===== config.mk =====
export PLATFORM = sky130hd
export DESIGN_NAME = pkt_arbiter2
export DESIGN_NICKNAME = d
export VERILOG_FILES = /design/src/rtl/pkt_arbiter2_pkg.sv /design/src/rtl/pkt_outreg.sv /design/src/rtl/pkt_arbiter2.sv
export SDC_FILE = /design/constraint.sdc
export NUM_CORES = 1
export LEC_CHECK = 0
export CELL_PAD_IN_SITES_DETAIL_PLACEMENT = 1
export CELL_PAD_IN_SITES_GLOBAL_PLACEMENT = 2
export CORE_ASPECT_RATIO = 1.5
export CORE_MARGIN = 5
export CORE_UTILIZATION = 25
export DETAILED_ROUTE_END_ITERATION = 10
export PLACE_DENSITY = 0.85
export SLEW_MARGIN = 20
export SYNTH_ARGS = -nofsm -noshare
export SYNTH_HDL_FRONTEND = slang
export SYNTH_SLANG_ARGS = --single-unit

===== constraint.sdc =====
create_clock -name CLK -period 4.1 [get_ports CLK]
set_clock_uncertainty 0.2 [all_clocks]
set_input_delay 1.025 -clock CLK [delete_from_list [all_inputs] [get_ports CLK]]
set_output_delay 1.025 -clock CLK [all_outputs]
set_load 0.05 [all_outputs]

===== src/rtl/pkt_arbiter2_pkg.sv =====
// Shared packet-header constants and arbiter FSM encoding, reused by other packet-aware blocks.
package pkt_arbiter2_pkg;

    localparam int LEN_LSB_DEF  = 0;
    localparam int LEN_BITS_DEF = 16;

    typedef enum logic [1:0] {
        ST_IDLE = 2'd0,
        ST_HEAD = 2'd1,
        ST_BODY = 2'd2
    } arb_state_e;

    // Two-way round-robin: on a tie the requester that did not win last time goes.
    function automatic logic [1:0] rr_pick(input logic v0, input logic v1, input logic last);
        logic [1:0] g;
        g = 2'b00;
        if (v0 && v1) begin
            g = last ? 2'b01 : 2'b10;
        end else if (v0) begin
            g = 2'b01;
        end else if (v1) begin
            g = 2'b10;
        end
        return g;
    endfunction

endpackage


===== src/rtl/pkt_outreg.sv =====
// Registered output stage (flit + start-of-packet flag); one cycle latency.
// in_rdy is high when the register is empty or its flit is leaving; holds while out_bp stalls it.
module pkt_outreg #(
    parameter int W = 64
) (
    input  logic         clk,
    input  logic         rst_n,
    input  logic         in_vld,
    input  logic [W-1:0] in_dat,
    input  logic         in_sof,
    input  logic         out_bp,
    output logic         in_rdy,
    output logic [W-1:0] out_dat,
    output logic         out_vld,
    output logic         out_sof
);

    logic [W-1:0] dat_q, dat_d;
    logic         vld_q, vld_d;
    logic         sof_q, sof_d;

    always_comb begin
        in_rdy = !vld_q || !out_bp;
        dat_d  = dat_q;
        vld_d  = vld_q;
        sof_d  = sof_q;
        if (in_rdy) begin
            vld_d = in_vld;
            sof_d = in_vld && in_sof;
            if (in_vld) begin
                dat_d = in_dat;
            end
        end
    end

    always_ff @(posedge clk or negedge rst_n) begin
        if (!rst_n) begin
            dat_q <= '0;
            vld_q <= 1'b0;
            sof_q <= 1'b0;
        end else begin
            dat_q <= dat_d;
            vld_q <= vld_d;
            sof_q <= sof_d;
        end
    end

    assign out_dat = dat_q;
    assign out_vld = vld_q;
    assign out_sof = sof_q;

endmodule


===== src/rtl/pkt_arbiter2.sv =====
// Packet-level round-robin arbiter of two flit streams onto one port; grant held for a whole packet.
// One cycle latency input to Q, one idle arbitration cycle between packets; D*_BP follows grant and Q_BP.
module pkt_arbiter2
    import pkt_arbiter2_pkg::*;
#(
    parameter int W        = 64,
    parameter int LEN_LSB  = LEN_LSB_DEF,
    parameter int LEN_BITS = LEN_BITS_DEF
) (
    input  logic         CLK,
    input  logic         RST_N,
    input  logic [W-1:0] D0,
    input  logic         D0_VALID,
    output logic         D0_BP,
    input  logic [W-1:0] D1,
    input  logic         D1_VALID,
    output logic         D1_BP,
    output logic [W-1:0] Q,
    output logic         Q_VALID,
    input  logic         Q_BP,
    output logic         Q_SOF,
    output logic [1:0]   GRANT,
    output logic         BUSY
);

    arb_state_e          state_q, state_d;
    logic [LEN_BITS-1:0] cnt_q, cnt_d;
    logic [1:0]          grant_q, grant_d;
    logic                ptr_q, ptr_d;

    logic                out_rdy;
    logic                active;
    logic [1:0]          gnt_rdy;
    logic                xfer;
    logic [W-1:0]        sel_dat;
    logic [LEN_BITS-1:0] hdr_len;

    assign active  = (state_q == ST_HEAD) || (state_q == ST_BODY);
    assign gnt_rdy = grant_q & {2{active && out_rdy}};
    assign D0_BP   = !gnt_rdy[0];
    assign D1_BP   = !gnt_rdy[1];
    assign xfer    = (gnt_rdy[0] && D0_VALID) || (gnt_rdy[1] && D1_VALID);
    assign sel_dat = grant_q[1] ? D1 : D0;
    assign hdr_len = sel_dat[LEN_LSB +: LEN_BITS];

    always_comb begin
        state_d = state_q;
        cnt_d   = cnt_q;
        grant_d = grant_q;
        ptr_d   = ptr_q;
        case (state_q)
            ST_IDLE: begin
                grant_d = rr_pick(D0_VALID, D1_VALID, ptr_q);
                if (grant_d != 2'b00) begin
                    ptr_d   = grant_d[1];
                    state_d = ST_HEAD;
                end
            end
            ST_HEAD: begin
                if (xfer) begin
                    cnt_d = hdr_len;
                    if (hdr_len == '0) begin
                        state_d = ST_IDLE;
                        grant_d = 2'b00;
                    end else begin
                        state_d = ST_BODY;
                    end
                end
            end
            ST_BODY: begin
                if (xfer) begin
                    cnt_d = cnt_q - LEN_BITS'(1);
                    if (cnt_q == LEN_BITS'(1)) begin
                        state_d = ST_IDLE;
                        grant_d = 2'b00;
                    end
                end
            end
            default: begin
                state_d = ST_IDLE;
                grant_d = 2'b00;
            end
        endcase
    end

    always_ff @(posedge CLK or negedge RST_N) begin
        if (!RST_N) begin
            state_q <= ST_IDLE;
            cnt_q   <= '0;
            grant_q <= 2'b00;
            ptr_q   <= 1'b1;
        end else begin
            state_q <= state_d;
            cnt_q   <= cnt_d;
            grant_q <= grant_d;
            ptr_q   <= ptr_d;
        end
    end

    pkt_outreg #(.W(W)) u_outreg (
        .clk     (CLK),
        .rst_n   (RST_N),
        .in_vld  (xfer),
        .in_dat  (sel_dat),
        .in_sof  (state_q == ST_HEAD),
        .out_bp  (Q_BP),
        .in_rdy  (out_rdy),
        .out_dat (Q),
        .out_vld (Q_VALID),
        .out_sof (Q_SOF)
    );

    assign GRANT = grant_q;
    assign BUSY  = (state_q != ST_IDLE);

endmodule


==> impl_metrics.env, run 1 <==
export IMPL_clk_latency_ns=0.34
export IMPL_power_density_mw_per_mm2=846
export IMPL_worst_path_max_delay_cell="clkdlybuf4s50_1"
export IMPL_swShare_pct=49.7
export IMPL_synth_area_leaders="dfrtp_1 (49%), mux2i_1 (15%), a21oi_1 (9.0%)"
export IMPL_yosysMostFrequentCell="dfrtp_1"
export IMPL_routed_wl_um=15700
export IMPL_cts_hold_buf=0
export IMPL_synth_ff_type="dfrtp_1"
export IMPL_numCtsBuffers=9
export IMPL_crit_path_start="Q_BP"
export IMPL_postCtsSetupRepairBufs=0
export IMPL_post_cts_resized=0
export IMPL_hold_viol_final=0
export IMPL_cp_num_buf_inv=2
export IMPL_initial_core_util_pct=25.3
export IMPL_peakVddDrop_mv=0.385
export IMPL_power_clock_fraction_pct=13.3
export IMPL_wl_per_cell_um=18.3
export IMPL_clk_path_buf_depth=2
export IMPL_rr_endpoint="GRANT[1]"
export IMPL_place_area_mm2=0.00660
export IMPL_clock_sinks=87
export IMPL_die_area_mm2=0.0203
export IMPL_grt_pass1_wl_um=24500
export IMPL_required_ns=2.87
export IMPL_min_period_over_period_pct=76.9
export IMPL_min_path_cells=2
export IMPL_crit_type="in2out"
export IMPL_hold_path_end="ptr_q"
export IMPL_viasPerCell=4.83
export IMPL_status="finished clean"
export IMPL_grt_pass1_vias=4523
export IMPL_holdWs_ns=0.307
export IMPL_cp_max_fo=3
export IMPL_synth_area_mm2=0.00437
export IMPL_die_width_um=118
export IMPL_design_area_mm2=0.00688
export IMPL_synth_fa_ha_area_share_pct=1.43
export IMPL_endpoint_kind="primary output"
export IMPL_floorplan_rows=59
export IMPL_clock_tree_root_cell="clkbuf_16"
export IMPL_r2r_start="GRANT[1]"
export IMPL_fp_dieH_um=172
export IMPL_drive_gt1_share_pct=5.24
export IMPL_numPortBuffers=203
export IMPL_tns_ns=0
export IMPL_syn_inst=453
export IMPL_area_growth_synth_to_final_pct=57.3
export IMPL_pwr_share_comb_pct=59.3
export IMPL_synth_xor_area_share_pct=0
export IMPL_cts_tree="built"
export IMPL_fin_nets=783
export IMPL_min_period_ns=3.15
export IMPL_synth_commonest_cells="dfrtp_1 (86), a21oi_1 (79), nor2_1 (78), mux2i_1 (65), clkbuf_1 (21)"
export IMPL_dp_hpwl_um=12700
export IMPL_nFillCells=1982
export IMPL_yosys_warnings=0
export IMPL_clock_fmax_mhz=317
export IMPL_num_vias=4162
export IMPL_drt_first_pass_iters=4
export IMPL_ys_ff_latch=87
export IMPL_multi_input_area_mm2=0.00202
export IMPL_muxShareOfSynthArea_pct=15.7
export IMPL_synth_sequential_area_ratio_pct=49.8
export IMPL_hold_class="reg2reg"
export IMPL_power_frac_seq_pct=27.4
export IMPL_p_int_mw=2.93
export IMPL_num_antenna_cells=0
export IMPL_r2r_cells=5
export IMPL_drv_slew=0
export IMPL_synth_top_family_by_area="compound AO/OA/AOI/OAI gates"
export IMPL_synth_fp_nets=591
export IMPL_cap_viol_max_count=0
export IMPL_switchingPower_mw=2.89
export IMPL_core_area_mm2=0.0173
export IMPL_drc_errors=0
export IMPL_max_stage_delay_ns=0.50
export IMPL_synth_compound_area_share_pct=16.4
export IMPL_synth_edff_count=0
export IMPL_seqCellArea_mm2=0.00218
export IMPL_clkTransAtPathRegs_ns=0.06
export IMPL_relSlewSlack_pct=38.6
export IMPL_cp_top_family="buffers and inverters"
export IMPL_setup_viol=0
export IMPL_async_flop_share_pct=100
export IMPL_antenna_found_initial=0
export IMPL_grt_setup_unrepaired="no"
export IMPL_gp_congestion=0.839
export IMPL_min_from="ptr_q"
export IMPL_ant_nets=0
export IMPL_synth_top_area_share_pct=49.2
export IMPL_arrival_ns=1.93
export IMPL_p_leak_nw=2.68
export IMPL_path_cells="clkdlybuf4s50_1, nand2_1, nand3_1, buf_4"
export IMPL_yosysTopAreaCell="dfrtp_1"
export IMPL_timing_reg2reg_setup_slack_ns=1.58
export IMPL_tightest_slew_ns=0.922
export IMPL_yosysUniqueCellTypes=46
export IMPL_drt_iter0_drc=211
export IMPL_grt_overflow_total=0
export IMPL_grt_max_degree=99
export IMPL_synth_area_per_cell_um2=9.66
export IMPL_ioPinCount=204
export IMPL_cts_htree_levels=3
export IMPL_grtUsageTotal_pct=15.0
export IMPL_worst_setup_path_start_kind="input pin"
export IMPL_synthSimpleGateAreaFrac_pct=12.6
-- cells by family (layout without fill, tap and decap cells) --
family | after synthesis | count (layout)
compound gates | 127 | 127
fa+ha+maj | 5 | 5
buf+inv | 41 | 237
flops | 87 | 87
mux | 68 | 68
simple gates | 125 | 125
-- state kept, by name, indices dropped and copies added (netlist names) --
| signal | cells |
|---|---|
| u_outreg.out_dat | 64 |
| cnt_q | 16 |
| GRANT | 2 |
| state_q | 2 |
| ptr_q | 1 |
| u_outreg.out_sof | 1 |
| u_outreg.out_vld | 1 |
-- tightest hold or removal path: cells and delay by family, from the launching register on --
family / cells / cell delay, ns
AOI/OAI and AO/OA: 1 / 0.07
DFF: 1 / 0.38
and+or+nand+nor: 1 / 0.05
-- power by group through the flow --
| stage | combinational (mW) | clock [mW] | sequential [mW] |
|---|---|---|---|
| 2_1_floorplan | 1.15 | 0 | 2.69 |
| 3_5_place_dp | 3.49 | 0 | 1.62 |
| 6_report | 3.45 | 0.771 | 1.59 |
| 3_3_place_gp | 3.41 | 0 | 1.58 |
| 4_1_cts | 3.50 | 0.800 | 1.60 |
| 5_1_grt | 3.68 | 0.835 | 1.66 |
-- routing by layer --
| layer | global-route usage (%) | vias up | wire length, um |
|---|---|---|---|
| li1 | - | 1987 | - |
| met1 | 16.4 | 2010 | 5920 |
| met2 | 28.1 | 136 | 8590 |
| met3 | 3.63 | 29 | 810 |
| met4 | 5.89 | 0 | 433 |
| met5 | 0 | - | 0 |
-- stage by stage --
step	total power [mW]	worst slack, ns	util (%)	instances
2_1_floorplan	3.83	0.894	-	453
3_3_place_gp	4.99	0.862	38.2	847
3_5_place_dp	5.11	0.758	38.2	847
4_1_cts	5.91	0.938	39.8	862
5_1_grt	6.18	0.882	39.8	862
6_report	5.82	0.947	39.8	862
-- cell usage in the layout, fill, tap and decap left out, types with 9 or more instances in the layout --
| cell type | n |
|---|---|
| mux2i_1 | 65 |
| buf_4 | 11 |
| a21oi_1 | 79 |
| clkbuf_16 | 9 |
| o21ai_0 | 14 |
| nand2_1 | 18 |
| nor2_1 | 77 |
| clkdlybuf4s50_1 | 200 |
| inv_1 | 11 |
| dfrtp_1 | 85 |
-- how the worst max path moves through the flow --
stage,slack (ns),cells after the start,to
finish,0.95,4,D1_BP
global route,0.88,4,D1_BP
CTS,0.94,4,BUSY
detailed placement,0.76,6,GRANT[1]
global placement,0.86,6,GRANT[0]
floorplan,0.89,4,D1_BP
-- cell type report --
| type | instances | area share [%] |
|---|---|---|
| Clock inverter | 5 | 0.600 |
| Clock buffer | 10 | 3.47 |
| Tap cell | 213 | 3.87 |
| Inverter | 11 | 0.600 |
| Sequential cell | 87 | 31.7 |
| Timing Repair Buffer | 211 | 30.3 |
| Multi-Input combinational cell | 325 | 29.4 |
Power figures use the tool's default switching activity.
==> run 2: changes to the inputs <==
CORE_UTILIZATION = 24   (was 25)
PLACE_DENSITY = 0.82   (was 0.85)
clock period = 3.3 ns   (was 4.1 ns; I/O delays follow)
==> impl_metrics.env, run 2 (same netlist as run 1, synthesis figures left out) <==
export IMPL_hold_viol_final=0
export IMPL_fin_nets=794
export IMPL_max_stage_delay_ns=0.89
export IMPL_multi_input_area_mm2=0.00202
export IMPL_drv_slew=0
export IMPL_required_ns=2.27
export IMPL_ioPinCount=204
export IMPL_clk_path_buf_depth=2
export IMPL_grt_setup_unrepaired="no"
export IMPL_cts_htree_levels=3
export IMPL_layout_commonest_cell="clkdlybuf4s50_1"
export IMPL_crit_type="reg2out"
export IMPL_status="finished clean"
export IMPL_postLayoutCoreUtil_pct=39.2
export IMPL_postCtsSetupRepairBufs=0
export IMPL_cts_tree="built"
export IMPL_cp_max_fo=25
export IMPL_relSlewSlack_pct=57.8
export IMPL_setup_viol=0
export IMPL_clock_tree_root_cell="clkbuf_16"
export IMPL_worst_path_max_delay_cell="clkdlybuf4s50_1"
export IMPL_cts_hold_buf=0
export IMPL_fp_dieH_um=175
export IMPL_p_leak_nw=2.77
export IMPL_nFillCells=2048
export IMPL_cap_viol_max_count=0
export IMPL_area_growth_synth_to_final_pct=60.9
export IMPL_grt_pass1_wl_um=23500
export IMPL_tns_ns=0
export IMPL_viasPerCell=4.75
export IMPL_min_period_over_period_pct=89.8
export IMPL_arrival_ns=1.94
export IMPL_endpoint_kind="primary output"
export IMPL_clock_fmax_mhz=337
export IMPL_power_total_mw=7.38
export IMPL_antenna_found_initial=0
export IMPL_grt_max_degree=101
export IMPL_path_cells="clkdlybuf4s50_1"
export IMPL_core_area_mm2=0.0179
export IMPL_dp_hpwl_um=12400
export IMPL_worst_setup_path_start_kind="flip-flop"
export IMPL_numPortBuffers=203
export IMPL_clk_latency_ns=0.34
export IMPL_cp_num_buf_inv=1
export IMPL_floorplan_rows=60
export IMPL_tightest_slew_ns=0.627
export IMPL_power_density_mw_per_mm2=1050
export IMPL_drt_iter0_drc=234
export IMPL_initial_core_util_pct=24.4
export IMPL_mostFrequentLayoutCells="clkdlybuf4s50_1 (200), dfrtp_1 (85), a21oi_1 (79)"
export IMPL_routed_wl_um=15400
export IMPL_wl_per_cell_um=17.5
export IMPL_drc_errors=0
export IMPL_die_width_um=120
export IMPL_seqCellArea_mm2=0.00218
export IMPL_drt_first_pass_iters=5
export IMPL_largest_reg_flops=64
export IMPL_num_antenna_cells=0
export IMPL_cp_top_family="buffers and inverters"
export IMPL_grt_pass1_vias=4370
export IMPL_numCtsBuffers=9
export IMPL_clock_sinks=87
export IMPL_grtUsageTotal_pct=14.1
export IMPL_drive_gt1_share_pct=6.96
export IMPL_ant_nets=0
export IMPL_post_cts_resized=0
export IMPL_gp_congestion=0.847
export IMPL_clkTransAtPathRegs_ns=0.07
export IMPL_grt_overflow_total=0
export IMPL_hold_class="in2async"
export IMPL_num_vias=4174
export IMPL_peakVddDrop_mv=0.284
export IMPL_die_area_mm2=0.0211
export IMPL_min_period_ns=2.96
run 2: routing by layer:
layer	wire length [um]	vias up	track usage [%]	part of all wire (%)
met2	8550	117	26.8	56
met1	5640	2030	15.6	37
met5	0	-	0	0
li1	-	2009	-	-
met4	225	0	4.06	1.5
met3	939	18	3.29	6.1
run 2: path summary, 6_finish.rpt:
check | cells past startpoint | start | end | slack, ns
setup / recovery | 1 | GRANT[1] | GRANT[1] | 0.34
hold / removal | 1 | RST_N | u_outreg.out_dat[25] | 0.16
setup reg to reg | 6 | GRANT[1] | GRANT[0] | 0.66
hold reg to reg | 2 | ptr_q | ptr_q | 0.31
max in group asynchronous | 2 | RST_N | u_outreg.out_dat[28] | 2.05
min in group CLK | 2 | ptr_q | ptr_q | 0.31
run 2: cell type report:
| type | instances | area share (%) |
|---|---|---|
| Clock buffer | 9 | 3.20 |
| Clock inverter | 7 | 1.10 |
| Inverter | 11 | 0.587 |
| Multi-Input combinational cell | 325 | 28.8 |
| Sequential cell | 87 | 31.0 |
| Tap cell | 217 | 3.86 |
| Timing Repair Buffer | 222 | 31.5 |
run 2: worst reg2reg max path, delay by kind of cell (launching register included):
kind	cells	cell delay, ns
and+or+nand+nor	1	0.18
muxes	1	0.33
buffers and inverters	1	0.30
DFF	1	0.66
AOI/OAI and AO/OA	3	0.86
run 2: through the flow:
stage / setup slack, ns / area [um2] / hold slack [ns] / std cells
6_report: 0.335 / 7040 / 0.161 / 878
5_1_grt: 0.268 / 7040 / 0.171 / 878
4_1_cts: 0.288 / 7040 / 0.154 / 878
3_5_place_dp: 0.269 / 6740 / 0.305 / 862
3_3_place_gp: 0.309 / 6740 / 0.293 / 862
2_1_floorplan: 0.294 / 4370 / 0.270 / 453
run 2: where the power goes:
part           switching, mW  leakage [nW]  internal (mW)
Sequential             0.376         0.993           1.60
Clock                  0.453         0.147          0.595
Combinational           2.79          1.63           1.57
Total                   3.62          2.77           3.76
